$ cat src/rtl/roi_pool_core_if.sv
// Pixel-stream input and LeNet memory write port of the ROI pooling core.
// The master drives pixels and configuration; the slave is the core.
interface roi_pool_core_if #(
  parameter int ADDR_W = 10
);
  logic              pix_valid;
  logic              pix_sof;
  logic [7:0]        din;
  logic              lenet_signal;
  logic              pool_mode;
  logic [9:0]        roi_x;
  logic [9:0]        roi_y;
  logic [ADDR_W-1:0] addr_mem2;
  logic [7:0]        lenet_dout;
  logic              lenet_we;
  logic              data_ready;
  logic              busy;
  logic              frame_err;

  modport master (
    output pix_valid, pix_sof, din, lenet_signal, pool_mode, roi_x, roi_y,
    input  addr_mem2, lenet_dout, lenet_we, data_ready, busy, frame_err
  );

  modport slave (
    input  pix_valid, pix_sof, din, lenet_signal, pool_mode, roi_x, roi_y,
    output addr_mem2, lenet_dout, lenet_we, data_ready, busy, frame_err
  );
endinterface

$ cat src/rtl/roi_pool_core.sv
// Crops a run-time ROI from a valid-qualified pixel stream and pools each
// BLK_W x BLK_H block (rounded average or max, clipped) into the LeNet memory.
module roi_pool_core #(
  parameter int IMG_W      = 640,
  parameter int IMG_H      = 480,
  parameter int BLK_W      = 8,
  parameter int BLK_H      = 8,
  parameter int OUT_W      = 28,
  parameter int OUT_H      = 28,
  parameter int ADDR_W     = 10,
  parameter int ADDR_BASE  = 66,
  parameter int ADDR_PITCH = 32,
  parameter int CLIP_LEVEL = 255
) (
  input  logic           clk25,
  input  logic           rst_n,
  roi_pool_core_if.slave pix_if
);
  localparam int BW_L  = $clog2(BLK_W);
  localparam int BH_L  = $clog2(BLK_H);
  localparam int ACC_W = 8 + BW_L + BH_L;
  localparam int CI_W  = (OUT_W > 1) ? $clog2(OUT_W) : 1;
  localparam int CW    = 12;
  localparam logic [CW-1:0]    ROI_W  = CW'(OUT_W * BLK_W);
  localparam logic [CW-1:0]    ROI_H  = CW'(OUT_H * BLK_H);
  localparam logic [CW-1:0]    IMG_WV = CW'(IMG_W);
  localparam logic [CW-1:0]    IMG_HV = CW'(IMG_H);
  localparam logic [ACC_W-1:0] HALF   = ACC_W'(BLK_W * BLK_H / 2);
  localparam logic [8:0]       CLIP_V = 9'(CLIP_LEVEL);

  typedef enum logic [1:0] {IDLE, ARMED, CAPTURE, DONE} state_t;

  state_t            state_q, state_d;
  logic [9:0]        hcnt_q, vcnt_q, roi_x_q, roi_y_q;
  logic              mode_q;
  logic [ACC_W-1:0]  acc_q [OUT_W];
  logic [ADDR_W-1:0] addr_q;
  logic [7:0]        dout_q;
  logic              we_q, ready_q, busy_q, err_q;

  logic              sof_s, latch_s, range_ok_s, start_s, abort_s, proc_s;
  logic              in_roi_s, hit_s, sub_first_s, sub_last_s, blk_last_s, frame_last_s;
  logic [9:0]        cur_h_s, cur_v_s, eff_x_s, eff_y_s;
  logic              eff_mode_s;
  logic [CW-1:0]     dx_s, dy_s, row_s;
  logic [CI_W-1:0]   col_s;
  logic [ACC_W-1:0]  sum_s, acc_nxt_s;
  logic [7:0]        avg_s, max_s, res_s, clip_s;
  logic [ADDR_W-1:0] addr_s;

  // Pixel coordinates, effective config, block arithmetic and FSM next state
  always_comb begin
    sof_s      = pix_if.pix_valid && pix_if.pix_sof;
    cur_h_s    = sof_s ? 10'd0 : hcnt_q;
    cur_v_s    = sof_s ? 10'd0 : vcnt_q;
    latch_s    = sof_s && ((state_q == ARMED && pix_if.lenet_signal) || state_q == CAPTURE);
    abort_s    = sof_s && (state_q == CAPTURE);
    // The sof pixel is already processed under the configuration latched with it
    eff_x_s    = latch_s ? pix_if.roi_x : roi_x_q;
    eff_y_s    = latch_s ? pix_if.roi_y : roi_y_q;
    eff_mode_s = latch_s ? pix_if.pool_mode : mode_q;
    range_ok_s = (({2'b00, eff_x_s} + ROI_W) <= IMG_WV) && (({2'b00, eff_y_s} + ROI_H) <= IMG_HV);
    start_s    = latch_s && range_ok_s && pix_if.lenet_signal;
    proc_s     = pix_if.pix_valid && ((state_q == CAPTURE && !sof_s) || start_s);

    dx_s        = {2'b00, cur_h_s} - {2'b00, eff_x_s};
    dy_s        = {2'b00, cur_v_s} - {2'b00, eff_y_s};
    in_roi_s    = (cur_h_s >= eff_x_s) && (dx_s < ROI_W) && (cur_v_s >= eff_y_s) && (dy_s < ROI_H);
    hit_s       = proc_s && in_roi_s;
    sub_first_s = (dx_s[BW_L-1:0] == '0) && (dy_s[BH_L-1:0] == '0);
    sub_last_s  = (&dx_s[BW_L-1:0]) && (&dy_s[BH_L-1:0]);
    col_s       = dx_s[BW_L +: CI_W];
    row_s       = dy_s >> BH_L;

    sum_s  = acc_q[col_s] + ACC_W'(pix_if.din);
    avg_s  = 8'((sum_s + HALF) >> (BW_L + BH_L));
    max_s  = (acc_q[col_s][7:0] > pix_if.din) ? acc_q[col_s][7:0] : pix_if.din;
    res_s  = eff_mode_s ? max_s : avg_s;
    clip_s = ({1'b0, res_s} >= CLIP_V) ? 8'hFF : res_s;
    if (sub_first_s) begin
      acc_nxt_s = ACC_W'(pix_if.din);
    end else if (eff_mode_s) begin
      acc_nxt_s = ACC_W'(max_s);
    end else begin
      acc_nxt_s = sum_s;
    end
    addr_s = ADDR_W'(ADDR_BASE) + ADDR_W'(col_s) + ADDR_W'(ADDR_PITCH) * ADDR_W'(row_s);

    blk_last_s   = hit_s && sub_last_s;
    frame_last_s = blk_last_s && (col_s == CI_W'(OUT_W - 1)) && (row_s == CW'(OUT_H - 1));

    state_d = state_q;
    case (state_q)
      IDLE: begin
        if (pix_if.lenet_signal) state_d = ARMED;
        else                     state_d = IDLE;
      end
      ARMED: begin
        if (!pix_if.lenet_signal) state_d = IDLE;
        else if (start_s)         state_d = CAPTURE;
        else                      state_d = ARMED;
      end
      CAPTURE: begin
        if (abort_s)           state_d = start_s ? CAPTURE : (pix_if.lenet_signal ? ARMED : IDLE);
        else if (frame_last_s) state_d = DONE;
        else                   state_d = CAPTURE;
      end
      DONE: begin
        if (pix_if.lenet_signal) state_d = ARMED;
        else                     state_d = IDLE;
      end
      default: state_d = IDLE;
    endcase
  end

  // FSM state, position counters and configuration latched at sof
  always_ff @(posedge clk25 or negedge rst_n) begin
    if (!rst_n) begin
      state_q <= IDLE;
      hcnt_q  <= 10'd0;
      vcnt_q  <= 10'd0;
      roi_x_q <= 10'd0;
      roi_y_q <= 10'd0;
      mode_q  <= 1'b0;
    end else begin
      state_q <= state_d;
      if (pix_if.pix_valid) begin
        if (pix_if.pix_sof) begin
          hcnt_q <= 10'd1;
          vcnt_q <= 10'd0;
        end else if (hcnt_q == 10'(IMG_W - 1)) begin
          hcnt_q <= 10'd0;
          if (vcnt_q != 10'(IMG_H - 1)) vcnt_q <= vcnt_q + 10'd1;
        end else begin
          hcnt_q <= hcnt_q + 10'd1;
        end
      end
      if (latch_s) begin
        roi_x_q <= pix_if.roi_x;
        roi_y_q <= pix_if.roi_y;
        mode_q  <= pix_if.pool_mode;
      end
    end
  end

  // Per-column block accumulators; an abort discards partial blocks
  always_ff @(posedge clk25 or negedge rst_n) begin
    if (!rst_n) begin
      for (int i = 0; i < OUT_W; i++) acc_q[i] <= '0;
    end else begin
      if (abort_s) begin
        for (int i = 0; i < OUT_W; i++) acc_q[i] <= '0;
      end
      if (hit_s) acc_q[col_s] <= acc_nxt_s;
    end
  end

  // Registered memory write port and status pulses
  always_ff @(posedge clk25 or negedge rst_n) begin
    if (!rst_n) begin
      addr_q  <= '0;
      dout_q  <= 8'd0;
      we_q    <= 1'b0;
      ready_q <= 1'b0;
      busy_q  <= 1'b0;
      err_q   <= 1'b0;
    end else begin
      we_q    <= blk_last_s;
      ready_q <= (state_q == DONE);
      busy_q  <= (state_d == CAPTURE);
      err_q   <= latch_s && (abort_s || !range_ok_s);
      if (blk_last_s) begin
        addr_q <= addr_s;
        dout_q <= clip_s;
      end
    end
  end

  assign pix_if.addr_mem2  = addr_q;
  assign pix_if.lenet_dout = dout_q;
  assign pix_if.lenet_we   = we_q;
  assign pix_if.data_ready = ready_q;
  assign pix_if.busy       = busy_q;
  assign pix_if.frame_err  = err_q;
endmodule
$ cat src/flat_wrapper.sv
// flat-port wrapper written by rule: the top's interface ports become plain ports
module roi_pool_core_flat 
#(
  parameter int IMG_W      = 640,
  parameter int IMG_H      = 480,
  parameter int BLK_W      = 8,
  parameter int BLK_H      = 8,
  parameter int OUT_W      = 28,
  parameter int OUT_H      = 28,
  parameter int ADDR_W     = 10,
  parameter int ADDR_BASE  = 66,
  parameter int ADDR_PITCH = 32,
  parameter int CLIP_LEVEL = 255
)
  (clk25, rst_n, pix_if_pix_valid, pix_if_pix_sof, pix_if_din, pix_if_lenet_signal, pix_if_pool_mode, pix_if_roi_x, pix_if_roi_y, pix_if_addr_mem2, pix_if_lenet_dout, pix_if_lenet_we, pix_if_data_ready, pix_if_busy, pix_if_frame_err);
  roi_pool_core_if #(.ADDR_W(ADDR_W)) pix_if_i ();
  input  logic clk25;
  input  logic rst_n;
  input wire logic [$bits(pix_if_i.pix_valid)-1:0] pix_if_pix_valid;
  input wire logic [$bits(pix_if_i.pix_sof)-1:0] pix_if_pix_sof;
  input wire logic [$bits(pix_if_i.din)-1:0] pix_if_din;
  input wire logic [$bits(pix_if_i.lenet_signal)-1:0] pix_if_lenet_signal;
  input wire logic [$bits(pix_if_i.pool_mode)-1:0] pix_if_pool_mode;
  input wire logic [$bits(pix_if_i.roi_x)-1:0] pix_if_roi_x;
  input wire logic [$bits(pix_if_i.roi_y)-1:0] pix_if_roi_y;
  output wire logic [$bits(pix_if_i.addr_mem2)-1:0] pix_if_addr_mem2;
  output wire logic [$bits(pix_if_i.lenet_dout)-1:0] pix_if_lenet_dout;
  output wire logic [$bits(pix_if_i.lenet_we)-1:0] pix_if_lenet_we;
  output wire logic [$bits(pix_if_i.data_ready)-1:0] pix_if_data_ready;
  output wire logic [$bits(pix_if_i.busy)-1:0] pix_if_busy;
  output wire logic [$bits(pix_if_i.frame_err)-1:0] pix_if_frame_err;
  assign pix_if_i.pix_valid = pix_if_pix_valid;
  assign pix_if_i.pix_sof = pix_if_pix_sof;
  assign pix_if_i.din = pix_if_din;
  assign pix_if_i.lenet_signal = pix_if_lenet_signal;
  assign pix_if_i.pool_mode = pix_if_pool_mode;
  assign pix_if_i.roi_x = pix_if_roi_x;
  assign pix_if_i.roi_y = pix_if_roi_y;
  assign pix_if_addr_mem2 = pix_if_i.addr_mem2;
  assign pix_if_lenet_dout = pix_if_i.lenet_dout;
  assign pix_if_lenet_we = pix_if_i.lenet_we;
  assign pix_if_data_ready = pix_if_i.data_ready;
  assign pix_if_busy = pix_if_i.busy;
  assign pix_if_frame_err = pix_if_i.frame_err;
  roi_pool_core #(.IMG_W(IMG_W), .IMG_H(IMG_H), .BLK_W(BLK_W), .BLK_H(BLK_H), .OUT_W(OUT_W), .OUT_H(OUT_H), .ADDR_W(ADDR_W), .ADDR_BASE(ADDR_BASE), .ADDR_PITCH(ADDR_PITCH), .CLIP_LEVEL(CLIP_LEVEL)) u_core (.clk25(clk25), .rst_n(rst_n), .pix_if(pix_if_i));
endmodule
$ cat config.mk
export PLATFORM = sky130hd
export DESIGN_NAME = roi_pool_core_flat
export DESIGN_NICKNAME = d
export VERILOG_FILES = /design/src/rtl/roi_pool_core_if.sv /design/src/rtl/roi_pool_core.sv /design/src/flat_wrapper.sv
export SDC_FILE = /design/constraint.sdc
export NUM_CORES = 1
export LEC_CHECK = 0
export CELL_PAD_IN_SITES_DETAIL_PLACEMENT = 1
export CELL_PAD_IN_SITES_GLOBAL_PLACEMENT = 1
export CORE_MARGIN = 1.5
export CORE_UTILIZATION = 55
export DETAILED_ROUTE_END_ITERATION = 8
export DONT_BUFFER_PORTS = 1
export PLACE_DENSITY = 0.84
export SETUP_SLACK_MARGIN = 0.5
export SLEW_MARGIN = 20
export SYNTH_ARGS = -nofsm -noshare
export SYNTH_HDL_FRONTEND = slang
export SYNTH_SLANG_ARGS = --single-unit
export TNS_END_PERCENT = 50
$ cat constraint.sdc
create_clock -name clk25 -period 20 [get_ports clk25]
set_input_delay 3 -clock clk25 [delete_from_list [all_inputs] [get_ports clk25]]
set_output_delay 3 -clock clk25 [all_outputs]
set_load 0.01 [all_outputs]
# Yosys cells after proc, flatten, opt, wreduce, memory -nomap -nowiden
# Index checks and enable logic that the tools add are counted.
# word_totals
in_bits	34
elab_cells	133
out_inout_bits	22
reg_bits	457
# op_classes
add_sub_neg	10
n_bitwise	1
mux	30
magnitude_cmp	10
reduce_logical	34
n_eq_ne	8
# op_table
operator	n
$mux W392	2
$bwmux W392	1
$mux W10	9
$bmux W14 S5	1
$demux W14 S5	1
$mux W14	5
$lt A12 B8 Y1 const B	2
$mux W8	3
$add A10 B8 Y11 const B	2
$sub A10 B10 Y11	2
$add A10 B1 Y10 const B	2
$ge A10 B10 Y1	2
$logic_and A1 B1 Y1	20
$add A14 B6 Y14 const B	1
$add A14 B8 Y14	1
$le A12 B10 Y1 const B	1
$le A12 B9 Y1 const B	1
$add A10 B10 Y10	1
$eq A10 B10 Y1 const B	1
$ne A10 B9 Y1 const B	1
$eq A9 B5 Y1 const B	1
$reduce_and A3 Y1	3
$add A7 B5 Y8 const A	1
$ge A8 B8 Y1 const B	1
other kinds (16)	28

# Longest topological paths before layout
# Gate-level depths: netlist of run 1.
# logic_depth
ltp_word	20
ltp_mapped	40
depth_no_buf	32

# Least setup slack after synthesis of run 1
# Ideal clock, no wire load.
# synth_timing
path_type	input to register
startpoint	input pix_if_pix_valid
endpoint	register u_core.acc_q[261] in the netlist's numbering
path_buffers	10
arrival_ns	9.716
slack_ns	10.151
t_required_ns	19.866
cell_stages	35
setup_time_ns	0.134
path_cell_list	buf_2 > and2_1 > buf_4 > nand2_2 > buf_2 > buf_1 > mux2i_1 > inv_1 > fa_1 > nor2b_4 > o21a_1 > or3_1 > buf_6 > nand2_8 > inv_8 > buf_6 > buf_6 > buf_4 > mux4_2 > mux4_2 > mux2i_1 > inv_1 > ha_1 > o21ba_2 > o211ai_1 > a21oi_1 > o21bai_1 > a21oi_1 > a31oi_1 > xor2_1 > mux2i_1 > nand2b_1 > clkbuf_1 > clkbuf_1 > o21ai_0
# synth_via
elab_chain_len	13
word_cells_on_any_way	47
cone_classes	5 x add/sub; 8 x order compare; 15 x mux; 1 x bitwise; 18 x reduce/logical
# synth_lines
element	line	source
from (decl)	flat_wrapper.sv:19	input wire logic [$bits(pix_if_i.pix_valid)-1:0] pix_if_pix_valid;
$logic_and A1 B1 Y1 (*)	roi_pool_core.sv:53	sof_s = pix_if.pix_valid && pix_if.pix_sof;
$logic_and A1 B1 Y1 (*)	roi_pool_core.sv:56	latch_s = sof_s && ((state_q == ARMED && pix_if.lenet_signal) || state_q == CAPTURE);
$mux W10 (*)	n/a	
net u_core.eff_x_s[1]	roi_pool_core.sv:43	logic [9:0] cur_h_s, cur_v_s, eff_x_s, eff_y_s;
$sub A10 B10 Y11	roi_pool_core.sv:66	dx_s = {2'b00, cur_h_s} - {2'b00, eff_x_s};
$not A5 Y6 (not written as such)	roi_pool_core.sv:75, roi_pool_core.sv:154	
$bmux W14 S5	roi_pool_core.sv:75	sum_s = acc_q[col_s] + ACC_W'(pix_if.din);
$mux W14 (not written as such)	roi_pool_core.sv:75	
$mux W14	n/a	
$add A14 B8 Y14	roi_pool_core.sv:75	
$mux W14	roi_pool_core.sv:82	end else if (eff_mode_s) begin
$mux W14	roi_pool_core.sv:80	if (sub_first_s) begin
$bwmux W392	roi_pool_core.sv:154	if (hit_s) acc_q[col_s] <= acc_nxt_s;
$mux W392 (*)	roi_pool_core.sv:154	
to (signal, indexed assignment)	roi_pool_core.sv:154	
to (decl)	roi_pool_core.sv:36	logic [ACC_W-1:0] acc_q [OUT_W];
# Mark *: on every way through the listed nets, which the timed path passes. The rest lies on a longest branch. The select of a mux whose other input is x is not followed.
# A chain may end at the register's enable or synchronous reset.

# Final worst setup path of run 1
# layout_timing
startpoint	input pix_if_pix_sof
endpoint	register u_core.acc_q[163] in the netlist's numbering
# layout_via
elab_chain_len	13
word_cells_on_any_way	47
cone_classes	5 x add/sub; 8 x order compare; 15 x mux; 1 x bitwise; 18 x reduce/logical
# layout_lines
element	line	source
from (decl)	flat_wrapper.sv:20	input wire logic [$bits(pix_if_i.pix_sof)-1:0] pix_if_pix_sof;
$logic_and A1 B1 Y1 (*)	roi_pool_core.sv:53	
$logic_and A1 B1 Y1	roi_pool_core.sv:56	
$mux W10	n/a	
$sub A10 B10 Y11	roi_pool_core.sv:66	
$not A5 Y6 (not written as such)	roi_pool_core.sv:75, roi_pool_core.sv:154	
$bmux W14 S5	roi_pool_core.sv:75	
$mux W14 (not written as such)	roi_pool_core.sv:75	
$mux W14	n/a	
$add A14 B8 Y14	roi_pool_core.sv:75	
$mux W14	roi_pool_core.sv:82	
$mux W14	roi_pool_core.sv:80	
$bwmux W392	roi_pool_core.sv:154	
$mux W392 (*)	roi_pool_core.sv:154	
# Every way passes the cells marked *; elsewhere a longest branch is shown, timed or not. The select of a mux whose other input is x is not followed.

==> run_results.csv, run 1 <==
group,metric,value,unit
cts,cts_buffer_depth,3,
detailed_routing,wirelength,74940,microns
critical_path,crit_fanout,44,
synthesis,yosysWarnings,0,
critical_path,cp.arrival,11.86,ns
grt,grt_max_degree,458,
cts,cts_hold_buf,0,
grt,track_usage,34.65,%
hold_path,hold_path_end,"u_core.acc_q[101]$_DFF_PN0_",
grt,grtUsageMet2,57.57,%
timing,fmax,0.08748,GHz
outcome,status,"finished, violations left",
cts,cts_resized,0,
synthesis,yosys.area_share.simple,16.03,%
critical_path,regToRegSetupSlack,10.73,ns
pwr,p_leak,10.98,nW
die,dieHeight,209.8,microns
grt,grt_use_met1,44.69,%
run,maxCapViolations,0,
synthesis,synthMuxAreaShare,10.90,%
critical_path,path_class,"in2reg",
grt,use_met3,7.123,%
timing,setup_ws,8.569,ns
cts,clk_pin_slew,0.06,ns
place,io_buffers,0,
cts,clkLatencyLatePin,0.62,ns
pwr,power_frac_seq,28.3,%
pwr,p_int,1.932,mW
place,routabilityCongestion,0.9551,
cts,cts_root_buffer,"clkbuf_16",
cts,cts_max_level,2,
detailed_routing,ant_nets,0,
cts,cts_tree,"done",
die,io_pins,56,
critical_path,reg2regPathDepth,25,
synthesis,netlist_area,23520,sq um
timing,min_period,11.43,ns
place,pre_cts_slack,8.171,ns
detailed_routing,drc_errors,0,
detailed_routing,wire_per_inst,27.34,microns
hold_path,holdCritStartpoint,"u_core.acc_q[101]$_DFF_PN0_",
synthesis,synth_compound_area_share,14.89,%
cells_and_area,layout.nets,2247,
synthesis,synth_edf_count,0,
synthesis,synth_ff_type,"dfrtp_1",
pwr,comb_power_share,44.6,%
synthesis,synth_async_sr_flop_share,100.0,%
pwr,p_sw_share,43.76,%
critical_path,r2r-end,"u_core.acc_q[163]$_DFF_PN0_",
timing,max_slew_margin,-50.94,%
die,coreArea,42040,sq um
cells_and_area,syn2layout_area_growth,6.873,%
grt,gr-total-overflow,0,
timing,finalSetupTns,0,ns
synthesis,postSynthAreaPerCell,10.35,sq um
die,die_w,209.8,microns
outcome,violations,"slew limit",
critical_path,crit_required,20.43,ns
timing,tightest_slew,2.264,ns
grt,grt_first_pass_wirelength,117200,microns
timing,hold_viol,0,
pwr,power.density,136.7,nW/um^2
synthesis,synth_nets,2358,
grt,antenna_found_initial,0,
timing,period_share,57.16,%
cts,post_cts_buffers,0,
synthesis,synth-xor-area-share,1.516,%
cts,cts.sinks,457,
die,dieArea,44010,sq um
hold_path,min_path_type,"reg2reg",
pwr,p_switching,1.503,mW
hold_path,worstHoldPathCells,2,
synthesis,synthAdderAreaFrac,2.862,%
timing,rsz0062_at_grt,"false",
detailed_routing,dr.pass1.iters,5,
place,dpl.hpwl,45400,microns
synthesis,synth_top_family_by_area,"simple AND/OR/NAND/NOR gates",
detailed_routing,dr_total_vias,19140,
synthesis,ys_types,91,
timing,slew_violations,372,
grt,grt-busiest-layer,"met2",
cells_and_area,fin_util,59.79,%
grt,grt_pass1_vias,20290,
timing,setup_viol,0,
detailed_routing,viasPerCell,6.981,
place,dp.cells,2649,
cells_and_area,drive_above_1_share,12.77,%
timing,skew,0.02705,ns
synthesis,postSynthCellCount,2272,
die,rows,75,
detailed_routing,first_iter_violations,2006,
critical_path,r2r_start,"u_core.state_q[0]$_DFF_PN0_",
die,initial_core_util,55.95,%
critical_path,end_kind,"flop",
synthesis,synth_seq_cells,457,
cts,cts_buffers,49,
critical_path,start_kind,"input pin",
pwr,power_frac_clock,27.1,%
pwr,vdd_drop_max,0.1495,mV
cells_and_area,fin_cells,2741,
timing,hold_slack,0.4954,ns
synthesis,synth-seq-area-share,48.62,%
## synthesized netlist by cell type (all sizes together), types with 20 or more instances
cell type,count,area share (%)
a21oi,45,1.0
and2,22,0.59
and3,20,0.53
buf,76,2.4
clkbuf,119,1.9
dfrtp,457,49
ha,49,2.6
inv,54,0.89
mux2i,33,1.4
mux4,92,8.8
nand2,108,1.8
nand3,417,8.9
nand4,29,0.77
nor2,66,1.1
nor3,20,0.54
o21ai,448,9.9
xor2,24,0.93
## layout make-up
cell class / instances / area, sq um
inverters: 54 / 210.2
clock inverters: 12 / 156.4
flip-flops and latches: 457 / 11440
well taps: 539 / 674.4
repair buffers: 33 / 264.0
fillers: 4480 / 16900
diodes: 2 / 5.005
clock buffers: 78 / 1486
multi-input cells: 1566 / 10900
## kinds of logic (layout without fill, tap and decap cells)
kind of cell	after synthesis	after routing
AND/OR/NAND/NOR	740	740
AO/OA/AOI/OAI	596	596
flip-flops	457	457
buffers and inverters	249	177
multiplexers	139	139
adder cells (fa/ha/maj)	52	52
XOR/XNOR	39	39
other	0	2
## cell usage in the layout (no fill, tap or decap), drive strengths merged, types with 45 or more instances in the layout
cell type,Yosys,layout
ha,49,49
a21oi,45,45
dfrtp,457,457
o21ai,448,448
mux4,92,92
inv,54,55
nand2,108,108
clkbuf,119,78
nor2,66,66
nand3,417,417
## flip-flops by register name, summed over array words and instances, names as in the netlist
register,cells
u_core.pix_if.frame_err,1
u_core.mode_q,1
u_core.pix_if.busy,1
u_core.pix_if.addr_mem2,10
u_core.pix_if.lenet_we,1
u_core.hcnt_q,10
u_core.roi_y_q,10
u_core.vcnt_q,10
u_core.pix_if.lenet_dout,8
u_core.roi_x_q,10
u_core.pix_if.data_ready,1
u_core.acc_q,392
u_core.state_q,2
## worst max-delay path, stage by stage
cell      delay [ns]
and2_1          0.63
nand2_2         0.62
mux2i_1         0.37
ha_1            0.37
a21oi_1         0.28
a21oi_2         0.18
nor2_4          0.14
buf_4           0.76
buf_4           0.74
mux4_2          0.62
mux4_2          0.50
nand2_1         0.21
o21ai_1         0.24
ha_1            0.41
a21oi_1         0.16
a21oi_1         0.09
o21bai_1        0.31
a21oi_1         0.20
a31oi_1         0.21
xor2_1          0.09
mux2i_1         0.46
nand2b_1        0.89
o21ai_0         0.28
## stage by stage
step	power [mW]	instance area, sq um
floorplan	2.111	23520
detailed placement	2.467	23470
CTS	3.403	25110
global placement	2.431	23470
global route	3.554	25130
finish	3.436	25140
## how the worst max path moves through the flow
stage,from,end,slack [ns],cells past startpoint
floorplan,pix_if_pix_valid,u_core.acc_q[261]$_DFF_PN0_,10.15,35
global placement,pix_if_pix_sof,u_core.acc_q[191]$_DFF_PN0_,8.54,24
detailed placement,pix_if_pix_sof,u_core.acc_q[163]$_DFF_PN0_,8.17,23
CTS,pix_if_pix_sof,u_core.acc_q[303]$_DFF_PN0_,8.75,23
global route,pix_if_pix_sof,u_core.acc_q[163]$_DFF_PN0_,8.01,23
finish,pix_if_pix_sof,u_core.acc_q[163]$_DFF_PN0_,8.57,23
## routing by layer
metal / share of wire [%] / vias to the layer above
li1: - / 8122
met1: 40 / 9908
met4: 4.2 / 0
met2: 49 / 859
met5: 0 / -
met3: 7.1 / 247
## power by group through the flow
| stage | Clock [mW] | Combinational, mW | Sequential [mW] |
|---|---|---|---|
| 2_1_floorplan | 0 | 1.13 | 0.982 |
| 3_3_place_gp | 0 | 1.44 | 0.986 |
| 3_5_place_dp | 0 | 1.48 | 0.987 |
| 4_1_cts | 0.942 | 1.49 | 0.971 |
| 5_1_grt | 0.975 | 1.60 | 0.974 |
| 6_report | 0.932 | 1.53 | 0.972 |
No activity file was read; power rests on OpenSTA's default activity.
==> run 2: changes to the inputs <==
--- a/config.mk
+++ b/config.mk
@@ -8,10 +8,10 @@
 export CELL_PAD_IN_SITES_DETAIL_PLACEMENT = 1
 export CELL_PAD_IN_SITES_GLOBAL_PLACEMENT = 1
 export CORE_MARGIN = 1.5
-export CORE_UTILIZATION = 55
+export CORE_UTILIZATION = 51
 export DETAILED_ROUTE_END_ITERATION = 8
 export DONT_BUFFER_PORTS = 1
-export PLACE_DENSITY = 0.84
+export PLACE_DENSITY = 0.79
 export SETUP_SLACK_MARGIN = 0.5
 export SLEW_MARGIN = 20
 export SYNTH_ARGS = -nofsm -noshare
==> constraint.sdc (replaced) <==
create_clock -name clk25 -period 11.2 [get_ports clk25]
set_input_delay 1.68 -clock clk25 [delete_from_list [all_inputs] [get_ports clk25]]
set_output_delay 1.68 -clock clk25 [all_outputs]
set_load 0.01 [all_outputs]
==> run_results.csv, run 2 (synthesis gave the netlist of run 1 again) <==
group,metric,value,unit
timing,period_share,84.98,%
timing,rsz0062_at_grt,"false",
cells_and_area,final_cell_area,25300,sq um
detailed_routing,viasPerCell,6.691,
critical_path,start_kind,"input pin",
critical_path,path_delay_family,"simple AND/OR/NAND/NOR gates",
detailed_routing,dr_total_vias,18800,
critical_path,slowest_delay,0.86,ns
hold_path,min_path_type,"reg2reg",
die,rows,78,
cts,clk_pin_slew,0.06,ns
critical_path,cp.arrival,9.94,ns
timing,finalSetupTns,0,ns
place,io_buffers,0,
cts,cts_max_level,2,
cells_and_area,largest_register,"u_core.acc_q",
grt,gr-total-overflow,0,
critical_path,crit_fanout,100,
detailed_routing,first_iter_violations,1921,
critical_path,crit_required,11.62,ns
cts,clkLatencyLatePin,0.64,ns
grt,track_usage,31.72,%
detailed_routing,drc_errors,0,
place,postPlaceCellArea,23610,sq um
die,die_w,217.8,microns
cells_and_area,final_cell_mix,"dfrtp_1, nand3_1, o21ai_0, nand2_1, mux4_2",
die,coreArea,45480,sq um
timing,setup_ws,1.683,ns
timing,slew_violations,131,
critical_path,r2r_start,"u_core.state_q[0]$_DFF_PN0_",
pwr,vdd_drop_max,0.3027,mV
timing,skew,0.06050,ns
cts,cts_tree,"done",
cells_and_area,drive_above_1_share,13.21,%
detailed_routing,dr.pass1.iters,5,
timing,min_period,9.517,ns
cells_and_area,fin_cells,2810,
grt,antenna_found_initial,1,
cells_and_area,nFillCells,4939,
place,dp.cells,2718,
critical_path,crit_start,"pix_if_pix_sof",
timing,tightest_slew,1.693,ns
detailed_routing,ant_nets,0,
hold_path,worstHoldPathCells,2,
grt,grt_first_pass_wirelength,115600,microns
place,pre_cts_slack,1.176,ns
critical_path,end_kind,"flop",
outcome,status,"finished, violations left",
die,initial_core_util,51.72,%
outcome,violations,"slew limit",
pwr,power.density,243.6,nW/um^2
cells_and_area,syn2layout_area_growth,7.554,%
run,maxCapViolations,0,
cts,cts_hold_buf,0,
pwr,p_leak,11.05,nW
timing,max_slew_margin,-12.85,%
cts,cts.sinks,457,
timing,fmax,0.1051,GHz
place,routabilityCongestion,0.9303,
die,dieArea,47420,sq um
grt,grt_max_degree,458,
critical_path,worst-path-stages,27,
detailed_routing,wire_per_inst,26.49,microns
place,dpl.hpwl,45330,microns
detailed_routing,wirelength,74440,microns
cells_and_area,final_common_cell,"dfrtp_1",
critical_path,crit_buf_inv,2,
cts,cts_buffer_depth,3,
grt,grt_pass1_vias,19610,
cts,cts_root_buffer,"clkbuf_16",
critical_path,path_class,"in2reg",
hold_path,holdCritStartpoint,"u_core.acc_q[204]$_DFF_PN0_",
cts,cts_resized,0,
critical_path,crit_path_top_delay_cell,"nand2b_1",
cells_and_area,n_antenna_cell,0,
timing,setup_viol,0,
cells_and_area,largest_reg_flops,392,
cells_and_area,layout.nets,2256,
die,dieHeight,217.8,microns
cts,post_cts_buffers,0,
timing,hold_viol,0,
critical_path,reg2regPathDepth,29,
die,io_pins,56,
cts,cts_buffers,50,
critical_path,crit_path_frequent_cell,"a21oi_1",
run 2: cell types whose count changed in the layout (fill, tap and decap cells not counted), moves of 2 or more:
cell / before / now
clkbuf_1: 15 / 13
clkinvlp_4: 5 / 2
buf_4: 31 / 40
clkinv_2: 1 / 9
diode_2: 2 / 0
run 2: final cells by class:
cell class                 count  area [sq um]  area share, %
tap                          600         750.7          2.968
inverter                      54         210.2         0.8309
clock buffer                  76          1490          5.891
sequential                   457         11440          45.21
timing repair buffer          41         320.3          1.266
multi-input combinational   1566         10910          43.13
clock inverter                16         178.9         0.7073
run 2: worst register-to-register path, delay by kind of cell, from the launching register on:
family,cells,cell delay (ns)
compound gates,10,2.03
buf+inv,3,0.85
mux,4,1.79
simple gates,7,2.17
flops,1,0.41
xor+xnor,1,0.10
fa+ha+maj,4,1.37
run 2: final timing paths:
path                                                to  slack [ns]
min in group asynchronous  u_core.roi_y_q[1]$_DFF_PN0_        0.76
max                        u_core.acc_q[177]$_DFF_PN0_        1.68
max reg2reg                u_core.acc_q[177]$_DFF_PN0_        2.29
min reg2reg                u_core.acc_q[204]$_DFF_PN0_        0.50
min                        u_core.acc_q[204]$_DFF_PN0_        0.50
max in group asynchronous   u_core.acc_q[94]$_DFF_PN0_        9.10
run 2: power by group:
group	total [mW]	internal (mW)	switching, mW
sequential	1.74	1.70	0.0343
combinational	2.75	0.791	1.96
clock	1.68	0.968	0.710
run 2: through the flow:
stage | power, mW | hold slack (ns) | utilization (%)
6_report | 6.161 | 0.4961 | 55.62
5_1_grt | 6.392 | 0.5157 | 55.62
4_1_cts | 6.127 | 0.4956 | 55.58
3_5_place_dp | 4.437 | 0.4829 | 51.91
3_3_place_gp | 4.392 | 0.4728 | 51.91
2_1_floorplan | 3.769 | 0.4602 | -
run 2: metal layers:
metal / global-route usage (%) / vias up / part of all wire [%]
li1: - / 8150 / -
met1: 42.38 / 9762 / 42
met2: 51.48 / 693 / 47
met3: 5.077 / 198 / 6.4
met4: 13.70 / 0 / 4.3
met5: 0 / - / 0
==> run 3: changes to the inputs <==
==> constraint.sdc (replaced) <==
create_clock -name clk25 -period 8.8 [get_ports clk25]
set_input_delay 1.32 -clock clk25 [delete_from_list [all_inputs] [get_ports clk25]]
set_output_delay 1.32 -clock clk25 [all_outputs]
set_load 0.01 [all_outputs]
==> run_results.csv, run 3 (synthesis gave the netlist of run 1 again) <==
group,metric,value,unit
outcome,status,"finished, violations left",
outcome,violations,"slew limit",
timing,tightest_slew,1.730,ns
cts,cts_root_buffer,"clkbuf_16",
timing,period_share,90.70,%
grt,track_usage,31.28,%
critical_path,crit_fanout,41,
place,postPlaceCellArea,23800,sq um
grt,grt_pass1_vias,19560,
place,pre_cts_slack,0.4007,ns
cts,cts.sinks,457,
critical_path,r2r-end,"u_core.acc_q[340]$_DFF_PN0_",
cts,cts_max_level,2,
critical_path,cp.arrival,8.40,ns
cells_and_area,final_common_cell,"dfrtp_1",
grt,gr-total-overflow,0,
critical_path,slowest_delay,0.65,ns
timing,hold_slack,0.4179,ns
place,routabilityCongestion,0.8649,
pwr,finalPower,7.989,mW
timing,hold_viol,0,
grt,grt-busiest-layer,"met2",
die,rows,78,
cells_and_area,syn2layout_area_growth,8.373,%
cells_and_area,fin_util,56.05,%
detailed_routing,ant_nets,0,
cts,cts_tree,"done",
critical_path,start_kind,"flop",
place,dp.cells,2740,
cts,cts_hold_buf,0,
cells_and_area,fin_cells,2836,
timing,max_slew_margin,-15.32,%
detailed_routing,dr_total_vias,18880,
run,maxCapViolations,0,
place,io_buffers,0,
cells_and_area,final_cell_area,25490,sq um
critical_path,reg2regPathDepth,29,
cells_and_area,largest_register,"u_core.acc_q",
cts,cts_buffers,50,
cells_and_area,layout.nets,2285,
cells_and_area,drive_above_1_share,14.23,%
timing,min_period,7.982,ns
die,initial_core_util,51.72,%
cells_and_area,final_cell_mix,"dfrtp_1, nand3_1, o21ai_0, nand2_1, mux4_2",
grt,grt_use_met1,41.75,%
hold_path,min_path_type,"in2async",
timing,finalSetupTns,0,ns
timing,slew_violations,186,
detailed_routing,drc_errors,0,
cts,clkLatencyLatePin,0.62,ns
grt,grt_first_pass_wirelength,114400,microns
timing,setup_viol,0,
detailed_routing,dr.pass1.iters,5,
pwr,p_leak,11.15,nW
timing,rsz0062_at_grt,"true",
grt,antenna_found_initial,1,
pwr,vdd_drop_max,0.2218,mV
cells_and_area,largest_reg_flops,392,
critical_path,path_class,"reg2reg",
cts,clk_pin_slew,0.06,ns
grt,use_met3,5.453,%
cells_and_area,nFillCells,4893,
die,dieArea,47420,sq um
detailed_routing,viasPerCell,6.658,
detailed_routing,wirelength,74780,microns
timing,skew,0.03151,ns
timing,setup_ws,0.8183,ns
place,dpl.hpwl,46250,microns
critical_path,crit_required,9.22,ns
detailed_routing,wire_per_inst,26.37,microns
critical_path,regToRegSetupSlack,0.82,ns
die,coreArea,45480,sq um
critical_path,end_kind,"flop",
grt,grt_max_degree,458,
die,io_pins,56,
cts,cts_buffer_depth,3,
critical_path,r2r_start,"u_core.state_q[0]$_DFF_PN0_",
die,dieHeight,217.8,microns
grt,grtUsageMet2,51.49,%
detailed_routing,first_iter_violations,1973,
die,die_w,217.8,microns
critical_path,crit_path_top_delay_cell,"a22oi_4",
timing,fmax,0.1253,GHz
pwr,power.density,313.4,nW/um^2
==> run 3: cell types whose count changed in the layout (fill, tap and decap cells not counted), moves of 2 or more <==
cell,change
buf_4,+25
buf_12,+2
or4_1,-2
inv_6,+2
nand2_2,-3
nand2_1,+3
clkbuf_8,-3
clkinvlp_4,-2
==> run 3: critical path, delay by kind of cell (launching register included) <==
family / cells / cell delay [ns]
simple gates: 12 / 2.09
compound gates: 7 / 1.91
fa+ha+maj: 4 / 1.52
buf+inv: 4 / 1.05
mux: 2 / 0.76
flops: 1 / 0.40
==> run 3: metal layers <==
metal	routed length [microns]	share of wire, %
met1	31480	42
met2	35640	48
met3	5337	7.1
met4	2327	3.1
met5	0	0
==> run 3: layout make-up <==
class / instances / area [sq um] / area share, %
tap: 600 / 750.7 / 2.945
inverter: 54 / 210.2 / 0.8247
antenna: 1 / 2.502 / 0.009817
timing repair buffer: 68 / 548.0 / 2.150
clock inverter: 14 / 142.6 / 0.5596
clock buffer: 74 / 1453 / 5.699
multi-input combinational: 1568 / 10950 / 42.95
sequential: 457 / 11440 / 44.87
==> run 3: power by group <==
part / internal (mW) / switching (mW)
Sequential: 2.17 / 0.0402
Clock: 1.20 / 0.893
Combinational: 1.13 / 2.56
Total: 4.49 / 3.50
==> run 3: how the worst max path moves through the flow <==
stage	cells after the start	from	slack (ns)	end
6_report	29	u_core.state_q[0]$_DFF_PN0_	0.82	u_core.acc_q[340]$_DFF_PN0_
3_5_place_dp	27	pix_if_pix_sof	0.40	u_core.acc_q[10]$_DFF_PN0_
2_1_floorplan	35	pix_if_pix_valid	0.63	u_core.acc_q[261]$_DFF_PN0_
5_1_grt	29	u_core.state_q[0]$_DFF_PN0_	0.41	u_core.acc_q[340]$_DFF_PN0_
4_1_cts	29	u_core.state_q[0]$_DFF_PN0_	0.82	u_core.acc_q[10]$_DFF_PN0_
3_3_place_gp	29	pix_if_pix_sof	0.54	u_core.acc_q[373]$_DFF_PN0_
==> run 3: timing repair <==
action                                  in CTS  in global routing
endpoints found under the setup margin       0                264
resized for setup                            0                  7
setup buffers                                0                  5
